<file path="config.mk">
export PLATFORM = sky130hd
export DESIGN_NAME = mem_arbiter
export DESIGN_NICKNAME = d
export VERILOG_FILES = /design/src/rtl/mem_arbiter_pkg.sv /design/src/rtl/mem_arb_tag_fifo.sv /design/src/rtl/mem_arbiter.sv
export SDC_FILE = /design/constraint.sdc
export NUM_CORES = 1
export LEC_CHECK = 0
export BUFFER_PORTS_ARGS = -buffer_cell sky130_fd_sc_hd__buf_2
export CORE_AREA = 2 2 361 363
export CTS_CLUSTER_SIZE = 24
export DETAILED_ROUTE_END_ITERATION = 16
export DIE_AREA = 0 0 363 365
export PLACE_DENSITY = 0.3
export SLEW_MARGIN = 20
export SYNTH_ARGS = -nofsm -noshare
export SYNTH_HDL_FRONTEND = slang
export SYNTH_SLANG_ARGS = --single-unit
</file>
<file path="constraint.sdc">
create_clock -name clk -period 3.3 [get_ports clk]
set_clock_uncertainty 0.2 [all_clocks]
set_input_delay 0.66 -clock clk [delete_from_list [all_inputs] [get_ports clk]]
set_output_delay 0.66 -clock clk [all_outputs]
set_load 0.03 [all_outputs]
</file>
<file path="src/rtl/mem_arbiter_pkg.sv">
// Shared widths, requester IDs and FSM encoding for the I$/D$ memory-port arbiter.
`timescale 1ns/1ps
package mem_arbiter_pkg;

   localparam int MEM_ADDR_BITS = 28;
   localparam int MEM_DATA_BITS = 128;
   localparam int MEM_MASK_BITS = MEM_DATA_BITS / 8;

   localparam logic MEM_REQ_ID_IC = 1'b0;
   localparam logic MEM_REQ_ID_DC = 1'b1;

   typedef enum logic {
      S_IDLE  = 1'b0,
      S_WDATA = 1'b1
   } arb_state_e;

endpackage

</file>
<file path="src/rtl/mem_arb_tag_fifo.sv">
// In-order owner-tag FIFO for outstanding reads; 1 bit wide, power-of-2 depth.
`timescale 1ns/1ps
module mem_arb_tag_fifo #(
   parameter int DEPTH = 4
) (
   input  logic clk,
   input  logic reset,
   input  logic push,
   input  logic pop,
   input  logic din,
   output logic dout,
   output logic full,
   output logic empty
);

   localparam int AW = $clog2(DEPTH);

   logic [AW:0] wr_ptr;
   logic [AW:0] rd_ptr;
   logic        tag_mem [DEPTH];
   logic        do_push;
   logic        do_pop;

   assign empty   = (wr_ptr == rd_ptr);
   assign full    = (wr_ptr[AW] != rd_ptr[AW]) && (wr_ptr[AW-1:0] == rd_ptr[AW-1:0]);
   assign do_pop  = pop & ~empty;
   // A pop in the same cycle frees the slot, so a push at full is still accepted.
   assign do_push = push & (~full | do_pop);
   assign dout    = tag_mem[rd_ptr[AW-1:0]];

   always_ff @(posedge clk) begin
      if (reset) begin
         wr_ptr <= '0;
         rd_ptr <= '0;
      end else begin
         if (do_push) wr_ptr <= wr_ptr + 1'b1;
         if (do_pop)  rd_ptr <= rd_ptr + 1'b1;
      end
   end

   always_ff @(posedge clk) begin
      if (do_push) tag_mem[wr_ptr[AW-1:0]] <= din;
   end

endmodule

</file>
<file path="src/rtl/mem_arbiter.sv">
// Shares one memory port between I$ and D$. MEM_ARB_RR_EN selects round-robin (else D$ fixed
// priority); MEM_ARB_SIM_CHECKS enables a simulation $error on responses with no read outstanding.
`timescale 1ns/1ps
module mem_arbiter
   import mem_arbiter_pkg::*;
#(
   parameter int MAX_OUTSTANDING = 4
) (
   input  logic                     clk,
   input  logic                     reset,
   input  logic                     ic_mem_req_valid,
   output logic                     ic_mem_req_ready,
   input  logic [MEM_ADDR_BITS-1:0] ic_mem_req_addr,
   input  logic                     ic_mem_req_rw,
   input  logic                     ic_mem_req_data_valid,
   output logic                     ic_mem_req_data_ready,
   input  logic [MEM_DATA_BITS-1:0] ic_mem_req_data_bits,
   input  logic [MEM_MASK_BITS-1:0] ic_mem_req_data_mask,
   output logic                     ic_mem_resp_valid,
   output logic [MEM_DATA_BITS-1:0] ic_mem_resp_data,
   input  logic                     dc_mem_req_valid,
   output logic                     dc_mem_req_ready,
   input  logic [MEM_ADDR_BITS-1:0] dc_mem_req_addr,
   input  logic                     dc_mem_req_rw,
   input  logic                     dc_mem_req_data_valid,
   output logic                     dc_mem_req_data_ready,
   input  logic [MEM_DATA_BITS-1:0] dc_mem_req_data_bits,
   input  logic [MEM_MASK_BITS-1:0] dc_mem_req_data_mask,
   output logic                     dc_mem_resp_valid,
   output logic [MEM_DATA_BITS-1:0] dc_mem_resp_data,
   output logic                     mem_req_valid,
   input  logic                     mem_req_ready,
   output logic [MEM_ADDR_BITS-1:0] mem_req_addr,
   output logic                     mem_req_rw,
   output logic                     mem_req_data_valid,
   input  logic                     mem_req_data_ready,
   output logic [MEM_DATA_BITS-1:0] mem_req_data_bits,
   output logic [MEM_MASK_BITS-1:0] mem_req_data_mask,
   input  logic                     mem_resp_valid,
   input  logic [MEM_DATA_BITS-1:0] mem_resp_data
);

   arb_state_e state;
   arb_state_e state_nxt;
   logic       owner;
   logic       win;
   logic       sel;
   logic       any_valid;
   logic       blocked;
   logic       addr_fire;
   logic       data_fire;
   logic       resp_hit;
   logic       fifo_full;
   logic       fifo_empty;
   logic       fifo_head;
   logic       fifo_push;

   assign any_valid = ic_mem_req_valid | dc_mem_req_valid;
   assign resp_hit  = mem_resp_valid & ~fifo_empty & ~reset;
   // A full tag FIFO only blocks when no response frees a slot this cycle.
   assign blocked   = fifo_full & ~resp_hit;
   assign addr_fire = mem_req_valid & mem_req_ready;
   assign data_fire = mem_req_data_valid & mem_req_data_ready;
   assign sel       = (state == S_WDATA) ? owner : win;
   assign fifo_push = addr_fire & ~mem_req_rw;

`ifdef MEM_ARB_RR_EN
   logic rr_ptr;

   always_comb begin
      if (ic_mem_req_valid && dc_mem_req_valid) win = rr_ptr;
      else                                      win = dc_mem_req_valid ? MEM_REQ_ID_DC : MEM_REQ_ID_IC;
   end

   always_ff @(posedge clk) begin
      if (reset)          rr_ptr <= MEM_REQ_ID_IC;
      else if (addr_fire) rr_ptr <= ~win;
   end
`else
   assign win = dc_mem_req_valid ? MEM_REQ_ID_DC : MEM_REQ_ID_IC;
`endif

   always_comb begin
      mem_req_valid         = 1'b0;
      mem_req_addr          = '0;
      mem_req_rw            = 1'b0;
      mem_req_data_valid    = 1'b0;
      mem_req_data_bits     = '0;
      mem_req_data_mask     = '0;
      ic_mem_req_ready      = 1'b0;
      dc_mem_req_ready      = 1'b0;
      ic_mem_req_data_ready = 1'b0;
      dc_mem_req_data_ready = 1'b0;
      if (!reset) begin
         if (state == S_IDLE && any_valid && !blocked) begin
            mem_req_valid    = 1'b1;
            mem_req_addr     = sel ? dc_mem_req_addr : ic_mem_req_addr;
            mem_req_rw       = sel ? dc_mem_req_rw : ic_mem_req_rw;
            ic_mem_req_ready = (sel == MEM_REQ_ID_IC) & mem_req_ready;
            dc_mem_req_ready = (sel == MEM_REQ_ID_DC) & mem_req_ready;
         end
         // Write-data channel follows the issuing writer in IDLE, the locked owner in WDATA.
         if (state == S_WDATA || (mem_req_valid && mem_req_rw)) begin
            mem_req_data_valid    = sel ? dc_mem_req_data_valid : ic_mem_req_data_valid;
            mem_req_data_bits     = sel ? dc_mem_req_data_bits : ic_mem_req_data_bits;
            mem_req_data_mask     = sel ? dc_mem_req_data_mask : ic_mem_req_data_mask;
            ic_mem_req_data_ready = (sel == MEM_REQ_ID_IC) & mem_req_data_ready;
            dc_mem_req_data_ready = (sel == MEM_REQ_ID_DC) & mem_req_data_ready;
         end
      end
   end

   always_comb begin
      state_nxt = state;
      case (state)
         S_IDLE:  if (addr_fire && mem_req_rw && !data_fire) state_nxt = S_WDATA;
         S_WDATA: if (data_fire) state_nxt = S_IDLE;
         default: state_nxt = S_IDLE;
      endcase
   end

   always_ff @(posedge clk) begin
      if (reset) begin
         state <= S_IDLE;
         owner <= MEM_REQ_ID_IC;
      end else begin
         state <= state_nxt;
         if (state == S_IDLE && state_nxt == S_WDATA) owner <= win;
      end
   end

   mem_arb_tag_fifo #(
      .DEPTH (MAX_OUTSTANDING)
   ) u_tag_fifo (
      .clk   (clk),
      .reset (reset),
      .push  (fifo_push),
      .pop   (resp_hit),
      .din   (sel),
      .dout  (fifo_head),
      .full  (fifo_full),
      .empty (fifo_empty)
   );

   assign ic_mem_resp_valid = resp_hit & (fifo_head == MEM_REQ_ID_IC);
   assign dc_mem_resp_valid = resp_hit & (fifo_head == MEM_REQ_ID_DC);
   assign ic_mem_resp_data  = mem_resp_data;
   assign dc_mem_resp_data  = mem_resp_data;

`ifdef MEM_ARB_SIM_CHECKS
   always_ff @(posedge clk) begin
      if (!reset && mem_resp_valid && fifo_empty)
         $error("mem_arbiter: read response with no read outstanding, dropped");
   end
`endif

endmodule
</file>
After elaboration in Yosys (flattened, before gate mapping)
Memories as Yosys holds them, arrays and structs flattened. A register that Yosys moved wholly into a read port is not among the register bits.
Index checks and enable logic that the tools add are counted.

word-level totals
  register bits after elaboration = 8
  latch bits = 0
  memory bits (writable) = 4
  memory bits (read-only) = 0
  input port bits = 483
  output and inout bits = 437
  logic and storage cells = 80
  memories kept = 1

operators by class
  add/sub/neg operators = 2
  multipliers = 0
  div/mod/pow operators = 0
  $lt $le $gt $ge = 0
  equality and inequality tests = 3
  shifts and indexed selects = 0
  mux-type cells = 36
  bitwise operators = 24
  reduce and logical (&&, ||, !) cells = 10

memory list
  name                words  bits a word  read ports  clocked after Yosys merged registers in  write ports  line                    RTL
  u_tag_fifo.tag_mem  4      1            1           1                                        1            mem_arb_tag_fifo.sv:20  logic tag_mem [DEPTH];

operators by type and width
  operator             number
  $mux 128             3
  $mux 28              3
  $mux 16              3
  $mux 1               24
  $and 1x1->1          14
  $not 1->1            8
  $logic_and 1x1->1    7
  $add 3x1->3 const B  2
  $mux 2               2
  $eq 3x3->1           1
  $eq 2x2->1           1
  $logic_not 1->1      2
  $or 1x1->1           2
  $pmux 1 s2           1
  $logic_or 1x1->1     1
  $ne 1x1->1           1

Depth between registers and ports, before layout
Gate-level depths: netlist (run 1).

  depth in word-level cells = 20
  mapped depth = 8
  mapped depth without buffers = 6

Modules after synthesis
Synthesis (run 1) repeated with hierarchy kept, for this count alone.

second synthesis, totals
  cell total of the unflattened synthesis = 777
  area, all modules = 5602.9 um^2

by module, submodules not included
  module            instances  cells each  area an instance (um^2)  seq. area each (um^2)
  mem_arbiter       1          717         4918.5                   40.0
  mem_arb_tag_fifo  1          60          684.4                    280.3

Worst setup path before layout (run 1)
OpenSTA, ideal clock, no wires.

  path kind = input to output
  from = input port dc_mem_req_valid
  to = output port dc_mem_req_data_ready
  data arrival time = 2346 ps
  data required time = 2440 ps
  path slack = 94 ps
  stages = 7
  buffers on the path = 1
  path through = mux2i_2 inv_2 mux2_2 a21oi_2 or2_1 buf_4 nor3_1

between the ends
  cells in the longest elaborated chain, start to end = 9
  elaborated cells on any way between the ends = 15
  classes of those cells = mux (9); bitwise (2); reduce/logical (4)

ends and longest elaborated chain
  item                                         line                                  RTL
  from (decl)                                  mem_arbiter.sv:21                     input logic dc_mem_req_valid,
  $mux 1 or $or 1x1->1 (tied branches)         mem_arbiter.sv:80, mem_arbiter.sv:58
  $mux 1 or $logic_and 1x1->1 (tied branches)  mem_arbiter.sv:64, mem_arbiter.sv:95
  $mux 1 or $logic_and 1x1->1 (tied branches)  mem_arbiter.sv:98, mem_arbiter.sv:95
  $mux 1                                       mem_arbiter.sv:95                     if (state == S_IDLE && any_valid && !blocked) begin
  $mux 1                                       mem_arbiter.sv:94                     if (!reset) begin
  $logic_and 1x1->1                            mem_arbiter.sv:103                    if (state == S_WDATA || (mem_req_valid && mem_req_rw)) begin
  $logic_or 1x1->1                             mem_arbiter.sv:103
  $mux 1 *                                     mem_arbiter.sv:103
  $mux 1 *                                     mem_arbiter.sv:94
  to (decl)                                    mem_arbiter.sv:26                     output logic dc_mem_req_data_ready,

Every way passes the cells marked *; elsewhere a longest branch is shown, timed or not. The select of a mux whose other input is x is not followed.

Final worst setup path (run 1)
  from = input port dc_mem_req_valid
  to = output port mem_req_data_bits[43]

between the ends
  cells in the longest elaborated chain, start to end = 9
  elaborated cells on any way between the ends = 15
  classes of those cells = mux (10); bitwise (1); reduce/logical (4)

ends and longest elaborated chain
  item                                         line                                  RTL
  $mux 1 or $or 1x1->1 (tied branches)         mem_arbiter.sv:80, mem_arbiter.sv:58
  $mux 1 or $logic_and 1x1->1 (tied branches)  mem_arbiter.sv:64, mem_arbiter.sv:95
  $mux 1 or $logic_and 1x1->1 (tied branches)  mem_arbiter.sv:98, mem_arbiter.sv:95
  $mux 1                                       mem_arbiter.sv:95
  $mux 1                                       mem_arbiter.sv:94
  $logic_and 1x1->1                            mem_arbiter.sv:103
  $logic_or 1x1->1                             mem_arbiter.sv:103
  $mux 128 *                                   mem_arbiter.sv:103
  $mux 128 *                                   mem_arbiter.sv:94
  to (decl)                                    mem_arbiter.sv:37                     output logic [MEM_DATA_BITS-1:0] mem_req_data_bits,

Marks and branches as above.

==> flow_results.org, run 1 <==
** Worst setup path
- Combined buffer and inverter count along the critical path :: 7
- Data on the critical path arrives at its endpoint at about 2700 ps.
- Cell-by-cell listing of the critical path :: buf_12, mux2i_4, buf_12, inv_8, mux2_4, a21oi_4, or2_4, buf_12, buf_12, buf_16, a21oi_4, buf_6
- Critical Path RT :: roughly 2400 ps
- The largest individual stage delay along the critical path comes from the cell sky130_fd_sc_hd__or2_4.
- Worst path max stage delay :: 290 ps
- FF-to-FF setup slack :: between 300 and 400 ps
- Nature of the critical path endpoint :: primary output
- Among the stages of the critical path, the cell type that occurs most often is sky130_fd_sc_hd__buf_12.
- Worst Setup Path Type :: input port to primary output
- CP startpoint kind :: input port
- Grouping stages by cell kind, the critical path spends the most delay in buffers and inverters.
- Along the worst path, the maximum fanout reaches 8.

** Die
- The initial utilization of the core area, before any placement, comes to 0.0396.
- Die Outline Area :: 132000 um2
- 920 I/O pins were placed.
- Number of placement rows :: about 130
- Placeable core region :: about 130000 um2
- The floorplan step set the die height to around 370 um.
- Horiz. Die Dim :: 363 um

** CTS
- The number of clock buffers added by TritonCTS is 3.
- CTS built an H-tree with a depth of 1.
- After clock tree synthesis, the clock-pin slew on the worst setup and hold paths is 50 ps.
- Worst-skew pair later-pin latency :: 240 ps
- TritonCTS built the clock tree.
- The longest clock path from root to sink contains 2 buffers.
- The tree is rooted in a sky130_fd_sc_hd__clkbuf_16.
- CTS saw 14 sinks.

** Place
- At the end of routability-driven placement, the weighted congestion stood at around 0.8.
- Worst-case setup slack after placement :: -809 ps
- Input and output buffers added on the ports amount to between 500 and 600.
- Summed over all nets, the half-perimeter wirelength after detailed placement is about 68000 um.

** STA
- Minimum clock period after layout :: 3510 ps
- Worst rel slew slack :: 0.590
- Worst hold margin :: about 370 ps
- Min setup slack post-route :: -214 ps
- Unrepaired setup endpoints after global routing :: true
- Timing-limited maximum frequency :: 285 MHz
- Final Slew Violations :: 0
- Final hold violations :: 0
- Period Utilization, post-route :: 1.06
- Setup violations remaining at the end of the flow were counted as between 100 and 150.
- Worst Max-Slew Pin Slew :: slightly above 600 ps

** Pwr
- Combinational power share :: 0.823
- Internal Pwr Total :: ~0.0011 W
- Power share of the clock group :: 0.098
- Net switching component of the power :: 0.00128 W
- Overall power consumption after layout is estimated at about 0.0024 W.
- Standby leakage power :: around 4.6 nW
- In this run the power density over the cells is ~210 nW/um2.
- Share of total power consumed by net switching :: 0.534
- Sequential Power Share :: 0.079
- IR analysis of the VDD net gives a maximum drop of 97.5 uV.

** Layout
- Filler instances :: 15200
- For this run, the post-layout net count is 1703.
- Area added between synthesis and finish :: 119%
- In the final layout, the share of cells above drive strength 1 is 0.608.

** Global routing
- Pin count of the biggest net entering global routing :: 76
- The number of antenna violations at the first check in global routing was 11.
- Wire length of the first global-routing pass :: about 89000 um
- For this run the aggregate overflow at the end of global routing stands at 0.
- The via count of the first global-routing pass is ~7500.
- Overall routing resource usage :: 0.106

** Routing
- After the first detailed-routing iteration, the DRC count stood at ~250.
- Routed via count :: roughly 7300
- After detailed routing, the average wire length per cell comes to 25.9 um.
- The first detailed-routing pass ran for 4 iterations.
- Remaining design rule violation count :: 0
- Overall routed net length :: between 70000 and 80000 um
- Via density :: between 2 and 3
- The detail route stage leaves a number of antenna-violating nets equal to 0.

** Synth
- The average instance in the mapped netlist occupies between 5 and 6 um2.
- Warning count from the yosys run :: 0
- After synthesis the netlist holds a flip-flop and latch count of 14.
- Synthesis instantiated 32 different standard cells from the library.
- Counting every instance in the synthesized netlist gives slightly above 900.
- Post-synthesis instance area :: approximately 5100 um2
- Of the synthesized area, sequential elements account for 0.0629.
- The number of nets in the synthesized netlist is approximately 1400.

** Outcome
- The final reports fail on negative setup slack.
- The run finished, with violations left.

** Worst hold path
- Type of the tightest min-delay check :: flip-flop to flip-flop

** Flow run
- The tool flagged a number of max-cap violations equal to 0.
==> worst min-delay path: stages, from the launching register on <==
cell and delay, ps:
sky130_fd_sc_hd__dfxtp_1 330, sky130_fd_sc_hd__nand2b_1 70, sky130_fd_sc_hd__o21ai_0 100
==> cells in the mapped netlist <==
master                     number  area, um2
sky130_fd_sc_hd__mux2i_2        1       13.8
sky130_fd_sc_hd__buf_1          1       3.75
sky130_fd_sc_hd__a211oi_1       1       7.51
sky130_fd_sc_hd__inv_1          6       22.5
sky130_fd_sc_hd__mux2_2         3       33.8
sky130_fd_sc_hd__nand3_1        1       5.00
sky130_fd_sc_hd__clkbuf_1      41        154
sky130_fd_sc_hd__inv_2          1       3.75
sky130_fd_sc_hd__nor2b_1        2       12.5
sky130_fd_sc_hd__nand2b_1       3       18.8
sky130_fd_sc_hd__or3_1          1       6.26
sky130_fd_sc_hd__nor3_1         2       10.0
sky130_fd_sc_hd__a41oi_1        1       8.76
sky130_fd_sc_hd__nand2_1      347       1300
sky130_fd_sc_hd__or2_1          1       6.26
sky130_fd_sc_hd__o21bai_1       1       7.51
sky130_fd_sc_hd__mux2i_1        3       30.0
sky130_fd_sc_hd__and2_1         5       31.3
sky130_fd_sc_hd__mux4_2         1       22.5
sky130_fd_sc_hd__xor2_1         3       26.3
sky130_fd_sc_hd__a21oi_2        1       8.76
sky130_fd_sc_hd__edfxtp_1       4        120
sky130_fd_sc_hd__a21oi_1      172        861
sky130_fd_sc_hd__o21ai_0        1       5.00
sky130_fd_sc_hd__a31oi_1        1       6.26
sky130_fd_sc_hd__buf_4        258       1940
sky130_fd_sc_hd__buf_2         14       70.1
sky130_fd_sc_hd__xnor2_1        4       35.0
sky130_fd_sc_hd__dfxtp_1       10        200
sky130_fd_sc_hd__nor2_1        13       48.8
sky130_fd_sc_hd__nand4_1        2       12.5
sky130_fd_sc_hd__ha_1           5       62.6
==> logic make-up after synthesis <==
group	after synthesis	synth area share
flip-flops	14	0.0629
buffers and inverters	321	0.430
adder cells (fa/ha/maj)	5	0.0123
XOR/XNOR	7	0.0120
multiplexers	8	0.0197
AO/OA/AOI/OAI	178	0.178
AND/OR/NAND/NOR	377	0.285
==> stage by stage <==
| step | setup TNS (ps) | utilization | cell area (um2) | cells |
|---|---|---|---|---|
| finish | -9720 | 0.0869 | 11200 | 2890 |
| global placement | -43240 | 0.0735 | 9460 | 2878 |
| detailed placement | -38520 | 0.0735 | 9460 | 2878 |
| global route | -18440 | 0.0869 | 11200 | 2889 |
| CTS | -14770 | 0.0860 | 11100 | 2886 |
| floorplan | 0 | - | 5090 | 910 |
==> power by group through the flow <==
stage | clock network [W] | registers (W) | logic, W
6_report | 0.000234 | 0.000189 | 0.00197
5_1_grt | 0.000250 | 0.000190 | 0.00209
4_1_cts | 0.000238 | 0.000189 | 0.00201
3_5_place_dp | 0 | 0.000193 | 0.00170
3_3_place_gp | 0 | 0.000193 | 0.00172
2_1_floorplan | 0 | 0.000192 | 0.00120
==> final timing paths <==
check | endpoint | startpoint | cells past startpoint
hold / removal | u_tag_fifo.rd_ptr[1]$_SDFFE_PP0P_ | u_tag_fifo.rd_ptr[1]$_SDFFE_PP0P_ | 2
setup / recovery | mem_req_data_bits[43] | dc_mem_req_valid | 12
setup reg to reg | owner$_SDFFE_PP0P_ | state$_SDFF_PP0_ | 12
hold reg to reg | u_tag_fifo.rd_ptr[1]$_SDFFE_PP0P_ | u_tag_fifo.rd_ptr[1]$_SDFFE_PP0P_ | 2
==> cells in the final DEF, fill, tap and decap left out, drive strengths merged <==
| cell type | synthesis | final |
|---|---|---|
| xor2 | 3 | 3 |
| a31oi | 1 | 1 |
| mux2 | 3 | 3 |
| mux2i | 4 | 4 |
| clkbuf | 41 | 4 |
| diode | 0 | 1 |
| dfxtp | 10 | 10 |
| ha | 5 | 5 |
| inv | 7 | 7 |
| nor2 | 13 | 13 |
| nor2b | 2 | 2 |
| xnor2 | 4 | 4 |
| nand2 | 347 | 347 |
| clkinv | 0 | 1 |
| a211oi | 1 | 1 |
| nand2b | 3 | 3 |
| or3 | 1 | 1 |
| or2 | 1 | 1 |
| nor3 | 2 | 2 |
| buf | 273 | 613 |
| o21ai | 1 | 1 |
| o21bai | 1 | 1 |
| nand3 | 1 | 1 |
| a41oi | 1 | 1 |
| mux4 | 1 | 1 |
| edfxtp | 4 | 4 |
| a21oi | 173 | 173 |
| nand4 | 2 | 2 |
| and2 | 5 | 5 |
==> routing by layer <==
metal | up-vias | GRT usage | part of all wire
met4 | 10 | 0.0110 | 0.012
met2 | 647 | 0.169 | 0.45
met3 | 54 | 0.0675 | 0.15
met5 | - | 0.00726 | 0.0024
met1 | 3323 | 0.122 | 0.39
li1 | 3233 | - | -
==> area by class of cell <==
type | count | area, um2 | share of cell area
tap | 1675 | 2100 | 0.187
clock buffer | 3 | 75.1 | 0.00672
inverter | 7 | 33.8 | 0.00302
timing repair buffer | 614 | 5060 | 0.453
antenna | 1 | 2.50 | 0.000224
sequential | 14 | 322 | 0.0288
clock inverter | 1 | 3.75 | 0.000336
multi-input combinational | 575 | 3580 | 0.320
==> what timing repair did <==
action,CTS,global route
gates cloned,4,0
setup buffers,12,3
pin swaps,2,2
hold buffers,0,0
setup endpoints to repair,157,151
resized for setup,320,21
Power figures use the tool's default switching activity.
==> run 2, diff against run 1 <==
--- a/config.mk
+++ b/config.mk
@@ -10,7 +10,7 @@
 export CTS_CLUSTER_SIZE = 24
 export DETAILED_ROUTE_END_ITERATION = 16
 export DIE_AREA = 0 0 363 365
-export PLACE_DENSITY = 0.3
+export GPL_ROUTABILITY_DRIVEN = 0
 export SLEW_MARGIN = 20
 export SYNTH_ARGS = -nofsm -noshare
 export SYNTH_HDL_FRONTEND = slang
==> flow_results.org, run 2 (synthesized netlist as in run 1, its figures left out) <==
** Outcome
- Outcome :: finished, violations left
- Violations in the final reports :: negative setup slack

** STA
- The total count of max-transition violations in the final report was 0 (unchanged).
- Worst Max-Slew Pin Slew :: 570 ps (-46.0 ps)
- Worst hold margin :: 373 ps (+4.02 ps)
- Final hold violations :: 0 (unchanged)
- The final setup violation count came to 84 (-28%).
- Setup repair after global routing could not meet its margin everywhere.
- Period Utilization, post-route :: 1.03 (-0.0317)
- Timing-limited maximum frequency :: 293 MHz (+3.1%)
- The normalized max-slew margin was 0.609 (+0.0198).
- The worst path setup slack after routing was -109 ps (+105 ps).
- The post-route minimum period was 3410 ps (-105 ps).

** Pwr
- The power per cell area was 223 nW/um2 (+4.3%).
- The leakage power summed over all cells came to 4.27 nW (-6.2%).
- Sequential Power Share :: 0.084 (+0.005)
- The switching share of power is 0.567 (+0.0326).
- Overall power after layout :: 0.00227 W (-5.1%)
- Power share of the clock group :: 0.103 (+0.005)
- The peak supply drop was 121 uV (+24%).
- The combinational fraction of design power was 0.813 (-0.010).
- Internal Pwr Total :: 0.000982 W (-12%)
- The net load switching power came to 0.00129 W (+0.71%).

** Layout
- Commonest non-fill, non-tap cell in the layout :: sky130_fd_sc_hd__buf_2
- The cell area after layout was 10200 um2 (-9.0%).
- Final #Nets :: 1674 (-1.7%)
- The top cell types in the final layout, fill and taps aside, are 420 x sky130_fd_sc_hd__buf_2, 339 x sky130_fd_sc_hd__nand2_1, 80 x sky130_fd_sc_hd__a21oi_1.
- Fraction of final layout cells sized beyond drive strength 1 :: 0.592 (-0.0163)
- The area growth from synthesis to layout is 99.6%.

** Flow run
- Max-cap violations :: 0 (unchanged)

** Routing
- Wire length on met2 :: 39600 um (+19%)
- Average wire per standard cell :: 30.9 um (+20%)
- Initial drt markers :: 390 (+55%)
- Routed via count :: 7424 (+2.2%)
- The routed length on met3 was 15200 um (+36%).
- The met1 wire length is 32700 um (+12%).
- The number of nets with antenna violations after detailed routing was 0 (unchanged).
- The number of remaining DRC errors is 0 (unchanged).
- The post-detailed-route via-to-cell ratio is 2.59 (+3.1%).
- The overall routed net length came to 88500 um (+18%).
- The count of TritonRoute iterations in the first routing pass came to 5 (+1).
- Highest layer used for signal routing :: met5

** Global routing
- Wire length of the first global-routing pass :: 100000 um (+12%)
- Leftover overflow at the end of global routing :: 0 (unchanged)
- The pin count of the biggest net entering global routing came to 95 (+25%).
- The via count of the first global-routing pass is 6757 (-9.9%).
- The number of antenna violations at the first check in global routing came to 37 (+26).
- Overall routing resource usage :: 0.124 (+0.0185)

** Worst setup path
- The worst setup path is of the input port to primary output kind.
- CP startpoint kind :: input port
- Nature of the critical path endpoint :: primary output
- The required time of the critical path came to 2440 ps (about the same).
- Arrival time reported for the critical path endpoint :: 2550 ps (-100 ps)
- Highest net fanout along the worst path :: 8 (unchanged)

** CTS
- Root buf cell :: sky130_fd_sc_hd__clkbuf_16
- The total clock buffers created by CTS is 3 (unchanged).
- Worst-skew pair later-pin latency :: 250 ps (about the same)
- The number of hold buffers added after cts is 0 (unchanged).
- The CTS clock-pin slew for the worst setup and hold paths was 50 ps (about the same).
- TritonCTS built the clock tree.
- Buffer depth of the longest clock path :: 2 (unchanged)
- Count of clock tree sinks :: 14 (unchanged)
- The number of levels in the clock H-tree was 1 (unchanged).

** Place
- Detail Placement HPWL :: 79600 um (+17%)
- Standard cell area after detailed placement :: 8140 um2 (-14%)
- Count of port buffers added during placement :: 535 (unchanged)

** Die
- The die area came to 132000 um2 (unchanged).
- The number of ports placed on the die boundary is 920 (unchanged).
- The vertical extent of the die came to 365 um (unchanged).
- Starting utilization of the core area :: 0.0396 (unchanged)
- The floorplan die width came to 363 um (unchanged).
- The placeable core region came to 129000 um2 (unchanged).
- Number of placement rows :: 132 (unchanged)

** Worst hold path
- The tightest min-delay check is of the flip-flop to flip-flop type.
run 2: cell count changes in the layout (fill, tap and decap cells not counted), sizes merged:
cell,change
buf,-34
diode,+4
bufbuf,+2
clkbuf,+2
or2,+1
run 2: final cells by class:
cell class | instances | area (um2)
Multi-Input combinational cell | 576 | 3460
Fill cell | 15100 | 118000
Antenna cell | 5 | 12.5
Clock buffer | 3 | 75.1
Tap cell | 1675 | 2100
Clock inverter | 1 | 3.75
Sequential cell | 14 | 322
Inverter | 7 | 33.8
Timing Repair Buffer | 584 | 4170
run 2: final timing paths:
| check | start | to | slack (ps) | depth (start not counted) |
|---|---|---|---|---|
| worst max register to register | state$_SDFF_PP0_ | owner$_SDFFE_PP0P_ | 750 | 8 |
| worst min register to register | u_tag_fifo.rd_ptr[2]$_SDFFE_PP0P_ | u_tag_fifo.rd_ptr[2]$_SDFFE_PP0P_ | 370 | 2 |
| worst min-delay path | u_tag_fifo.rd_ptr[2]$_SDFFE_PP0P_ | u_tag_fifo.rd_ptr[2]$_SDFFE_PP0P_ | 370 | 2 |
| worst max-delay path | dc_mem_req_valid | mem_req_data_bits[121] | -110 | 11 |
run 2: through the flow:
stage | setup WS, ps | setup TNS [ps] | util | std cells
after CTS | -103 | -5860 | 0.0756 | 2859
after global placement | -717 | -50140 | 0.0632 | 2841
final | -109 | -2630 | 0.0790 | 2865
after detailed placement | -741 | -56670 | 0.0632 | 2841
after floorplan | 94.2 | 0 | - | 910
after global routing | -140 | -8500 | 0.0790 | 2863
run 2: metal layers:
| layer | vias to the layer above | track usage |
|---|---|---|
| met3 | 79 | 0.0922 |
| met2 | 802 | 0.198 |
| met5 | - | 0 |
| met1 | 3326 | 0.137 |
| met4 | 36 | 0.0123 |
| li1 | 3181 | - |
run 2: what timing repair did:
item	4_1_cts	5_1_grt
pin swaps	4	4
endpoints found under the setup margin	169	162
hold endpoints to repair	0	0
setup buffers	10	1
gates resized for setup	334	85
gates cloned	5	1
run 2: critical path, stage by stage:
cell and delay, ps:
sky130_fd_sc_hd__buf_8 100, sky130_fd_sc_hd__mux2i_4 170, sky130_fd_sc_hd__buf_12 140, sky130_fd_sc_hd__inv_8 30, sky130_fd_sc_hd__mux2_4 210, sky130_fd_sc_hd__a21oi_4 70
sky130_fd_sc_hd__or2_4 260, sky130_fd_sc_hd__buf_12 160, sky130_fd_sc_hd__buf_16 210, sky130_fd_sc_hd__a21oi_4 270, sky130_fd_sc_hd__buf_6 180
run 2: power groups by stage:
stage          Clock [W]  Combinational, W  Sequential, W
6_report        0.000234           0.00184       0.000191
5_1_grt         0.000243           0.00196       0.000191
4_1_cts         0.000236           0.00182       0.000190
3_5_place_dp           0           0.00149       0.000193
3_3_place_gp           0           0.00148       0.000193
2_1_floorplan          0           0.00120       0.000192
==> run 3, diff against run 2 <==
--- a/config.mk
+++ b/config.mk
@@ -11,7 +11,7 @@
 export DETAILED_ROUTE_END_ITERATION = 16
 export DIE_AREA = 0 0 363 365
 export GPL_ROUTABILITY_DRIVEN = 0
-export SLEW_MARGIN = 20
+export SKIP_LAST_GASP = 1
 export SYNTH_ARGS = -nofsm -noshare
 export SYNTH_HDL_FRONTEND = slang
 export SYNTH_SLANG_ARGS = --single-unit
==> flow_results.org, run 3 (synthesized netlist as in run 1, its figures left out) <==
** Worst setup path
- Worst Setup Path Type :: input port to primary output
- The worst setup path is captured at a primary output.
- The worst setup path is launched from an input port.
- Arrival time reported for the critical path endpoint :: 2560 ps (about the same)
- Cells on worst reg2reg path :: 8 (unchanged)
- The required time of the critical path was 2440 ps (about the same).
- Highest net fanout along the worst path :: 8 (unchanged)

** CTS
- The root buffer cell chosen for the clock tree is sky130_fd_sc_hd__clkbuf_16.
- The sink count of the clock tree was 14 (unchanged).
- Worst-skew pair later-pin latency :: 250 ps (about the same)
- The CTS clock-pin slew for the worst setup and hold paths was 50 ps (about the same).
- TritonCTS built the clock tree.
- H-tree lvl count :: 1 (unchanged)
- The total clock buffers created by CTS was 3 (unchanged).
- Buffer depth of the longest clock path :: 2 (unchanged)
- Post-cts hold buffer count :: 0 (unchanged)

** Global routing
- Leftover overflow at the end of global routing :: 0 (unchanged)
- Wire length of the first global-routing pass :: 100000 um (about the same)
- The via count of the first global-routing pass was 6758 (+0.015%).
- The number of antenna violations at the first check in global routing was 37 (unchanged).
- The pin count of the biggest net entering global routing came to 95 (unchanged).
- The overall routing resource usage came to 0.124 (about the same).

** Die
- The initial core utilization came to 0.0396 (unchanged).
- Number of primary I/O pins :: 920 (unchanged)
- Placeable core region :: 129000 um2 (unchanged)
- Horiz. Die Dim :: 363 um (unchanged)
- The vertical extent of the die is 365 um (unchanged).
- The die area is 132000 um2 (unchanged).
- The number of placement rows is 132 (unchanged).

** Pwr
- The peak supply drop is 121 uV (about the same).
- Standby leakage power :: 4.27 nW (about the same)
- The power per cell area is 224 nW/um2 (+0.33%).

** Layout
- The post-route non-filler standard cell count came to 2866 (+0.035%).
- In the layout the commonest cells are 428 x sky130_fd_sc_hd__buf_2, 340 x sky130_fd_sc_hd__nand2_1, 81 x sky130_fd_sc_hd__a21oi_1.
- The fraction of layout cells with a size suffix above 1 came to 0.590 (-0.00169).
- The cell area after layout is 10100 um2 (-0.38%).
- Compared with the post-synthesis result, the final layout area differs by 98.9%.
- Final #Nets :: 1674 (unchanged)
- Commonest non-fill, non-tap cell in the layout :: sky130_fd_sc_hd__buf_2

** STA
- The final setup violation count is 77 (-8.3%).
- Worst rel slew slack :: 0.573 (-0.0368)
- Worst Max-Slew Pin Slew :: 623 ps (+53.7 ps)
- Timing-limited maximum frequency :: 292 MHz (-0.39%)
- Final hold violations :: 0 (unchanged)
- The total count of max-transition violations in the final report came to 0 (unchanged).
- Min setup slack post-route :: -123 ps (-13.5 ps)
- The final cycle utilization of the critical path is 1.04 (+0.00409).
- Unrepaired setup endpoints after global routing :: true
- Minimum clock period after layout :: 3420 ps (+13.5 ps)

** Place
- Placed cells :: 2841 (unchanged)
- Standard cell area after detailed placement :: 8140 um2 (unchanged)
- Detail Placement HPWL :: 79600 um (unchanged)
- The worst slack at placement is -741 ps (unchanged).
- Count of port buffers added during placement :: 535 (unchanged)

** Routing
- Overall routed net length :: 88500 um (about the same)
- Average wire per standard cell :: 30.9 um (about the same)
- The length of routed met2 wiring came to 39500 um (-0.18%).
- Metal-1 WL :: 32800 um (+0.44%)
- The highest metal layer carrying signal wires in the routed design is met5.
- The routed length on met3 was 15100 um (-0.57%).
- The number of nets with antenna violations after detailed routing is 0 (unchanged).
- The count of TritonRoute iterations in the first routing pass was 5 (unchanged).
- Remaining design rule violation count :: 0 (unchanged)
- The number of violations reported at the end of detailed-routing iteration 0 is 351 (-10%).
- The count of vias placed by the detailed router is 7436 (+0.16%).
- The post-detailed-route via-to-cell ratio was 2.59 (+0.13%).

** Flow run
- The total of max-cap violations came to 0 (unchanged).

** Outcome
- Violations in the final reports :: negative setup slack
- The run finished, with violations left.

** Worst hold path
- Type of the tightest min-delay check :: flip-flop to flip-flop
- The cell count of the worst hold path was 2 (unchanged).
## run 3: cell types whose count changed in the layout (fill, tap and decap cells not counted)
cell,previous run,this run
sky130_fd_sc_hd__a21oi_1,80,81
sky130_fd_sc_hd__a21oi_4,61,60
sky130_fd_sc_hd__buf_2,420,428
sky130_fd_sc_hd__buf_4,47,42
sky130_fd_sc_hd__buf_6,67,65
sky130_fd_sc_hd__clkbuf_4,2,1
sky130_fd_sc_hd__diode_2,5,6
sky130_fd_sc_hd__nand2_1,339,340
sky130_fd_sc_hd__nand2_2,8,7
## run 3: what timing repair did
action	in CTS	in global routing
setup buffers	10	1
resized for setup	324	80
hold endpoints to repair	0	0
cloned	5	1
pin swaps	4	4
endpoints found under the setup margin	169	163
## run 3: per-stage QoR
stage | util | hold WS [ps] | power, W | setup TNS (ps)
after floorplan | - | 288 | 0.00139 | 0
after global placement | 0.0632 | 333 | 0.00168 | -50140
after detailed placement | 0.0632 | 359 | 0.00169 | -56670
after CTS | 0.0753 | 372 | 0.00224 | -5980
after global routing | 0.0787 | 407 | 0.00239 | -8580
final | 0.0787 | 375 | 0.00227 | -2230
## run 3: critical path, cell delays in order
cell and delay [ps]:
sky130_fd_sc_hd__buf_8 100, sky130_fd_sc_hd__mux2i_4 170, sky130_fd_sc_hd__buf_12 140, sky130_fd_sc_hd__inv_8 30, sky130_fd_sc_hd__mux2_4 200, sky130_fd_sc_hd__a21oi_4 70
sky130_fd_sc_hd__or2_4 260, sky130_fd_sc_hd__buf_12 160, sky130_fd_sc_hd__buf_16 210, sky130_fd_sc_hd__a21oi_4 280, sky130_fd_sc_hd__buf_6 180
## run 3: path summary, 6_finish.rpt
| kind | startpoint | to | slack, ps |
|---|---|---|---|
| max | dc_mem_req_valid | mem_req_data_bits[124] | -120 |
| min | u_tag_fifo.rd_ptr[2]$_SDFFE_PP0P_ | u_tag_fifo.rd_ptr[2]$_SDFFE_PP0P_ | 380 |
| max reg2reg | state$_SDFF_PP0_ | owner$_SDFFE_PP0P_ | 710 |
| min reg2reg | u_tag_fifo.rd_ptr[2]$_SDFFE_PP0P_ | u_tag_fifo.rd_ptr[2]$_SDFFE_PP0P_ | 380 |
## run 3: final cells by class
class / count / area (um2)
tap: 1675 / 2100
fill: 15100 / 119000
clock buffer: 3 / 75.1
clock inverter: 1 / 3.75
sequential: 14 / 322
multi-input combinational: 576 / 3440
antenna: 6 / 15.0
timing repair buffer: 584 / 4140
inverter: 7 / 33.8
## run 3: power by group
part	total (W)	switching [W]	internal [W]
registers	0.000190	0.00000662	0.000184
clock network	0.000236	0.0000753	0.000161
logic	0.00184	0.00121	0.000633
total	0.00227	0.00129	0.000977
## run 3: per-layer routing
layer,GRT usage,vias to the layer above
li1,-,3186
met1,0.137,3318
met2,0.197,819
met3,0.0922,79
met4,0.0123,34
met5,0,-
